===== src/rtl/button_debounce_pkg.sv =====
// Shared constants and width helpers for the pushbutton debouncer.
package button_debounce_pkg;

    localparam int BTN_DEFAULT_PRESCALE     = 50000;
    localparam int BTN_DEFAULT_STABLE_TICKS = 10;

    // Counter width for a value range 0..n-1, never narrower than one bit.
    function automatic int cnt_width(input int n);
        return (n < 2) ? 1 : $clog2(n);
    endfunction

endpackage


===== src/rtl/button_debounce_chan.sv =====
// One debounce channel: two-flop synchroniser, stability counter, level register.
// Optional one-cycle press pulse when BUTTON_DEBOUNCE_PRESS_PULSE_EN is defined.
//
// state     | meaning
// STABLE    | cnt_q == 0, synchronised input agrees with btn_level (or no tick seen yet)
// COUNTING  | cnt_q != 0, input has disagreed with btn_level for cnt_q consecutive ticks
module button_debounce_chan
    import button_debounce_pkg::*;
#(
    parameter int STABLE_TICKS = BTN_DEFAULT_STABLE_TICKS
) (
    input  logic clk,
    input  logic reset_n,
    input  logic key_n,
    input  logic tick,
`ifdef BUTTON_DEBOUNCE_PRESS_PULSE_EN
    output logic press_pulse,
`endif
    output logic btn_level
);

    localparam int             CW       = cnt_width(STABLE_TICKS);
    localparam logic [CW-1:0]  CNT_LAST = CW'(STABLE_TICKS - 1);

    logic          s1;
    logic          s2;
    logic          pressed_s;
    logic [CW-1:0] cnt_q;
    logic [CW-1:0] cnt_d;
    logic          level_d;

    assign pressed_s = ~s2;

    // Any agreement with the current level restarts the count, tick or not.
    always_comb begin
        cnt_d   = cnt_q;
        level_d = btn_level;
        if (pressed_s == btn_level) begin
            cnt_d = '0;
        end else if (tick) begin
            if (cnt_q == CNT_LAST) begin
                cnt_d   = '0;
                level_d = ~btn_level;
            end else begin
                cnt_d = cnt_q + CW'(1);
            end
        end
    end

    always_ff @(posedge clk or negedge reset_n) begin
        if (!reset_n) begin
            s1        <= 1'b1;
            s2        <= 1'b1;
            cnt_q     <= '0;
            btn_level <= 1'b0;
        end else begin
            s1        <= key_n;
            s2        <= s1;
            cnt_q     <= cnt_d;
            btn_level <= level_d;
        end
    end

`ifdef BUTTON_DEBOUNCE_PRESS_PULSE_EN
    logic level_prev;

    always_ff @(posedge clk or negedge reset_n) begin
        if (!reset_n) begin
            level_prev  <= 1'b0;
            press_pulse <= 1'b0;
        end else begin
            level_prev  <= btn_level;
            press_pulse <= btn_level & ~level_prev;
        end
    end
`endif

endmodule


===== src/rtl/button_debounce.sv =====
// Debounces raw active-low keys into clean active-high levels for the buttons PIO.
// Define BUTTON_DEBOUNCE_PRESS_PULSE_EN to add the press_pulse output.
module button_debounce
    import button_debounce_pkg::*;
#(
    parameter int NUM_BTN      = 3,
    parameter int PRESCALE     = BTN_DEFAULT_PRESCALE,
    parameter int STABLE_TICKS = BTN_DEFAULT_STABLE_TICKS
) (
    input  logic               clk,
    input  logic               reset_n,
    input  logic [NUM_BTN-1:0] key_n,
`ifdef BUTTON_DEBOUNCE_PRESS_PULSE_EN
    output logic [NUM_BTN-1:0] press_pulse,
`endif
    output logic [NUM_BTN-1:0] btn_level
);

    localparam int            PW        = cnt_width(PRESCALE);
    localparam logic [PW-1:0] PCNT_LAST = PW'(PRESCALE - 1);

    logic [PW-1:0] pcnt;
    logic          tick;

    // With PRESCALE=1 pcnt is pinned at 0 and tick stays high.
    assign tick = (pcnt == PCNT_LAST);

    always_ff @(posedge clk or negedge reset_n) begin
        if (!reset_n) begin
            pcnt <= '0;
        end else if (tick) begin
            pcnt <= '0;
        end else begin
            pcnt <= pcnt + PW'(1);
        end
    end

    for (genvar i = 0; i < NUM_BTN; i++) begin : g_chan
        button_debounce_chan #(
            .STABLE_TICKS (STABLE_TICKS)
        ) u_chan (
            .clk         (clk),
            .reset_n     (reset_n),
            .key_n       (key_n[i]),
            .tick        (tick),
`ifdef BUTTON_DEBOUNCE_PRESS_PULSE_EN
            .press_pulse (press_pulse[i]),
`endif
            .btn_level   (btn_level[i])
        );
    end

endmodule


===== config.mk =====
export PLATFORM = sky130hd
export DESIGN_NAME = button_debounce
export DESIGN_NICKNAME = d
export VERILOG_FILES = /design/src/rtl/button_debounce_pkg.sv /design/src/rtl/button_debounce_chan.sv /design/src/rtl/button_debounce.sv
export SDC_FILE = /design/constraint.sdc
export NUM_CORES = 1
export LEC_CHECK = 0
export CORE_ASPECT_RATIO = 0.9
export CORE_MARGIN = 4
export CORE_UTILIZATION = 55
export CTS_CLUSTER_DIAMETER = 200
export DETAILED_ROUTE_END_ITERATION = 6
export GPL_ROUTABILITY_DRIVEN = 1
export PLACE_DENSITY_LB_ADDON = 0.25
export SLEW_MARGIN = 20
export SYNTH_ARGS = -nofsm -noshare
export SYNTH_HDL_FRONTEND = slang
export SYNTH_HIERARCHICAL = 1
export SYNTH_SLANG_ARGS = --single-unit

===== constraint.sdc =====
create_clock -name clk -period 3.7 [get_ports clk]
set_input_delay 0.37 -clock clk [delete_from_list [all_inputs] [get_ports clk]]
set_output_delay 0.37 -clock clk [all_outputs]
set_load 0.01 [all_outputs]

* Yosys cells after proc, flatten, opt, wreduce, memory -nomap -nowiden *
Cells that the tools add are included.
W data, S select, Z words.

storage, ports and cells
  bits in registers = 37
  input port bits = 5
  output and inout bits = 3
  word-level logic and storage cells = 49

operators by class
  add/subtract/negate cells = 4
  equality and inequality tests = 7
  multiplexer cells = 10
  bitwise operators = 9
  reductions and logical operators = 6

operator list
  operator                 count
  $mux W4                  9
  $add A16 B1 Y16 const B  1
  $eq A16 B16 Y1 const B   1
  $mux W16                 1
  $add A4 B1 Y4 const B    3
  $eq A4 B4 Y1 const B     3
  $not A1 Y1               9
  $reduce_and A3 Y1        3
  $reduce_bool A2 Y1       3
  $eq A1 B1 Y1             3

* Depth between registers and ports, before layout *
  depth in word-level cells = 4
  depth in mapped cells = 8
  gate-level depth less buffers = 6

* Cells and area by module *
The synthesis kept the hierarchy.

by module, submodules not included
  module                times used  cells each  area each (um^2)  sequential area each (um^2)
  button_debounce_chan  3           26          301.5             177.7
  button_debounce       1           67          762.0             400.4

* Least setup slack after synthesis *
Ideal clock, no wire load.

  path type = reg-to-reg
  from = reg pcnt[0]
  to = reg g_chan[0].u_chan.cnt_q[1]
  setup time = 0.073 ns
  arrival = 1.703 ns
  required time = 3.627 ns
  setup slack = 1.923 ns
  cell stages (with the launch flop) = 9
  buffers on the path = 2
  clock period less this slack = 1.777 ns
  cell sequence = dfrtp_1 > ha_1 > and3_1 > buf_2 > and4_1 > buf_6 > nand2_2 > or3_1 > a21oi_2

on the way
  cells in the longest elaborated chain, start to end = 2

ends and longest elaborated chain
  element                       RTL line                    source
  start: declaration            button_debounce.sv:22       logic [PW-1:0] pcnt;
  start signal: assignment      button_debounce.sv:34       pcnt <= pcnt + PW'(1);
  $eq A16 B16 Y1                button_debounce.sv:26       assign tick = (pcnt == PCNT_LAST);
  net tick                      button_debounce.sv:23       logic tick;
  $reduce_bool A2 Y1 (no line)  -
  end signal: assignment        button_debounce_chan.sv:59  cnt_q <= cnt_d;
  end: declaration              button_debounce_chan.sv:28  logic [CW-1:0] cnt_q;

The timed path passes the listed nets, and every way through them passes these cells.
A chain may end at the register's enable or synchronous reset.

* Final worst setup path *
  from = reg pcnt[0]
  to = reg g_chan[2].u_chan.cnt_q[1]

on the way
  cells in the longest elaborated chain, start to end = 2

ends and longest elaborated chain
  element                       RTL line
  $eq A16 B16 Y1                button_debounce.sv:26
  $reduce_bool A2 Y1 (no line)  -
  end signal: assignment        button_debounce_chan.sv:59
  end: declaration              button_debounce_chan.sv:28

Every way passes these cells.

==> out/qor.csv <==
metric;value;unit
outcome;completed;
htreeDepth;2;
ir_worst_vdd;248;uV
synth_compound_area_frac;0.0736;
n_fill_cell;217;
wl_met3;109;um
synth_area_leaders;dfrtp_1 47%, dfstp_2 9.5%, xor2_1 7.4%;
cp_max_fo;20;
hold_buffers;0;
layout_min_cycle_time;2.33;ns
syn_avg_cell_area;11.5;sq um
drv_cap;0;
finClkSkew;0.00883;ns
tns;0;ns
yosysMostFrequentCell;dfrtp_1;
grt_antenna_before_repair;0;
multiInputGateArea;713;sq um
leakage;0.826;nW
maxSlewHeadroom;0.503;
dr.pass1.iters;4;
hold_class;reg2reg;
grt_max_degree;38;
cts_buffer_depth;2;
crit_required;3.97;ns
grt_pass1_vias;1109;
reg2regPathDepth;6;
wl_met2;1330;um
highest_layer;met4;
ys_ff_latch;37;
ant_nets;0;
rows;18;
synth_top_family_by_area;simple AND/OR/NAND/NOR gates;
yosysWarnings;6;
vias;1088;
n_antenna_cell;0;
setup-violations-final;0;
crit_path_end_kind;flip-flop;
hold_viol;0;
wl_met1;1180;um
synthSimpleGateAreaFrac;0.230;
ys.flop_type;dfrtp_1;
maxSlewViolCount;0;
io_pins;8;
dp_cells;192;
yosysTopAreaCellShare;0.465;
post_cts_resized;0;
drive_gt1_frac;0.175;
worstSetupStartpointType;flip-flop;
drc_errors;0;
r2r_end;g_chan[2].u_chan/cnt_q[1]$_DFFE_PN0P_;
cts_tree;done;
ys_seq_area_frac;0.560;
synthDistinctLibCells;33;
grt_overflow;0;
root_buffer;clkbuf_4;
cp-endpoint;g_chan[2].u_chan/cnt_q[1]$_DFFE_PN0P_;
async_reset_ff_frac;1.00;
place_congestion;0.773;
clock_latency;0.34;ns
synthMuxAreaShare;0.00601;
fin_nets;165;
wirelength;2680;um
crit_start;pcnt[0]$_DFF_PN0_;
power_density;381;mW/mm^2
numCtsBuffers;5;
dieArea;0.00398;sq mm
tightestPinTransition;0.746;ns
fin_crit_sh;0.629;
crit_arrival;2.60;ns
start_util;0.592;
drt_iter0_markers;41;
fmax;429;MHz
fin_cells;200;
yosysTopAreaCell;dfrtp_1;
r2r-start;pcnt[0]$_DFF_PN0_;
rrSetupSlack;1.37;ns
synthTopCellsByCount;31 x dfrtp_1, 14 x xor2_1, 13 x nor2_1, 9 x o21ai_0;
syn-cell-area;0.00167;sq mm
dp_hpwl;1880;um
port_buffers;7;
synth_fa_ha_area_frac;0.00751;
clock-sinks;37;
synth_cells;145;
synth_xor_area_frac;0.110;
syn2layout_area_growth;12.2;%
grt_usage;0.161;
post_cts_buffers;0;
seq_area;933;sq um
fp.dieW;66.0;um
synth_edf_count;0;
core;0.00282;sq mm
fp.dieH;60.2;um
grt_pass1_wl;4760;um
syn_nets;151;
routed_via_density;5.44;
rsz0062_at_grt;false;
wl_per_cell;13.4;um
clk_pin_slew;0.11;ns
worst-setup-path-type;reg2reg;
## worst min path at each step
stage,startpoint,to,slack [ns],cells past startpoint
global placement,g_chan[0].u_chan/s1$_DFF_PN1_,g_chan[0].u_chan/s2$_DFF_PN1_,0.35,0
CTS,g_chan[0].u_chan/s1$_DFF_PN1_,g_chan[0].u_chan/s2$_DFF_PN1_,0.36,0
global route,g_chan[0].u_chan/s1$_DFF_PN1_,g_chan[0].u_chan/s2$_DFF_PN1_,0.37,0
floorplan,reset_n,g_chan[0].u_chan/btn_level$_DFFE_PN0P_,0.07,0
detailed placement,g_chan[0].u_chan/s1$_DFF_PN1_,g_chan[0].u_chan/s2$_DFF_PN1_,0.35,0
finish,g_chan[0].u_chan/s1$_DFF_PN1_,g_chan[0].u_chan/s2$_DFF_PN1_,0.36,0
## critical path, cell delays in order (launching register included)
cell     delay [ns]
dfrtp_1        0.40
ha_1           0.19
and3_1         0.28
and4_1         0.72
nand2_2        0.14
or3_1          0.40
a21oi_2        0.13
## routing by layer
layer,GRT usage,vias to the layer above
met1,0.190,528
li1,-,535
met3,0.0508,8
met4,0.0725,0
met2,0.270,17
met5,0,-
## stage by stage
step / utilization / hold WS, ns / setup slack [ns] / total power [mW] / instance area, sq um
final: 0.664 / 0.362 / 1.37 / 0.712 / 1870
after global routing: 0.664 / 0.366 / 1.16 / 0.741 / 1870
after CTS: 0.664 / 0.364 / 1.37 / 0.723 / 1870
after detailed placement: 0.634 / 0.349 / 1.40 / 0.435 / 1790
after global placement: 0.634 / 0.346 / 1.56 / 0.435 / 1790
after floorplan: - / 0.0744 / 1.92 / 0.421 / 1670
## area by class of cell
type | instances | share of cell area
clock buffers | 7 | 0.0294
clock inverters | 1 | 0.0161
inverters | 1 | 0.00201
multi-input cells | 105 | 0.381
flip-flops and latches | 37 | 0.499
well taps | 40 | 0.0268
repair buffers | 9 | 0.0455
## state kept, by name (all words and copies together), names as in the netlist
| name | count |
|---|---|
| g_chan.u_chan/btn_level | 3 |
| g_chan.u_chan/cnt_q | 12 |
| g_chan.u_chan/s1 | 3 |
| g_chan.u_chan/s2 | 3 |
| pcnt | 16 |
## power by group
part | internal (mW) | leakage (nW) | switching [mW] | total, mW
Sequential | 0.410 | 0.482 | 0.00173 | 0.412
Combinational | 0.00507 | 0.299 | 0.00989 | 0.0150
Clock | 0.161 | 0.0455 | 0.124 | 0.285
## logic make-up after synthesis
| group | Yosys count |
|---|---|
| AND/OR/NAND/NOR | 62 |
| AO/OA/AOI/OAI | 20 |
| multiplexers | 1 |
| XOR/XNOR | 21 |
| buffers and inverters | 3 |
| flip-flops | 37 |
| adder cells (fa/ha/maj) | 1 |
## cell usage in the layout (no fill, tap or decap), types with 2 or more instances in the layout
| cell type | synthesis | layout |
|---|---|---|
| a21oi_1 | 4 | 4 |
| xor2_1 | 14 | 14 |
| nor2_1 | 13 | 13 |
| nand4_1 | 3 | 3 |
| dfstp_2 | 6 | 6 |
| o21ai_0 | 9 | 9 |
| nand2_1 | 7 | 7 |
| and4_1 | 4 | 4 |
| nand3_1 | 6 | 6 |
| or3_1 | 3 | 3 |
| a21oi_2 | 3 | 3 |
| and4b_2 | 3 | 3 |
| o31ai_1 | 3 | 3 |
| nand2_2 | 3 | 3 |
| and2_1 | 2 | 2 |
| nor2b_1 | 7 | 7 |
| xnor2_1 | 7 | 7 |
| clkbuf_4 | 0 | 5 |
| clkdlybuf4s50_1 | 0 | 7 |
| nand4b_1 | 3 | 3 |
| buf_4 | 0 | 2 |
| dfrtp_1 | 31 | 31 |
Note: power is estimated with default switching activity, not from simulation.
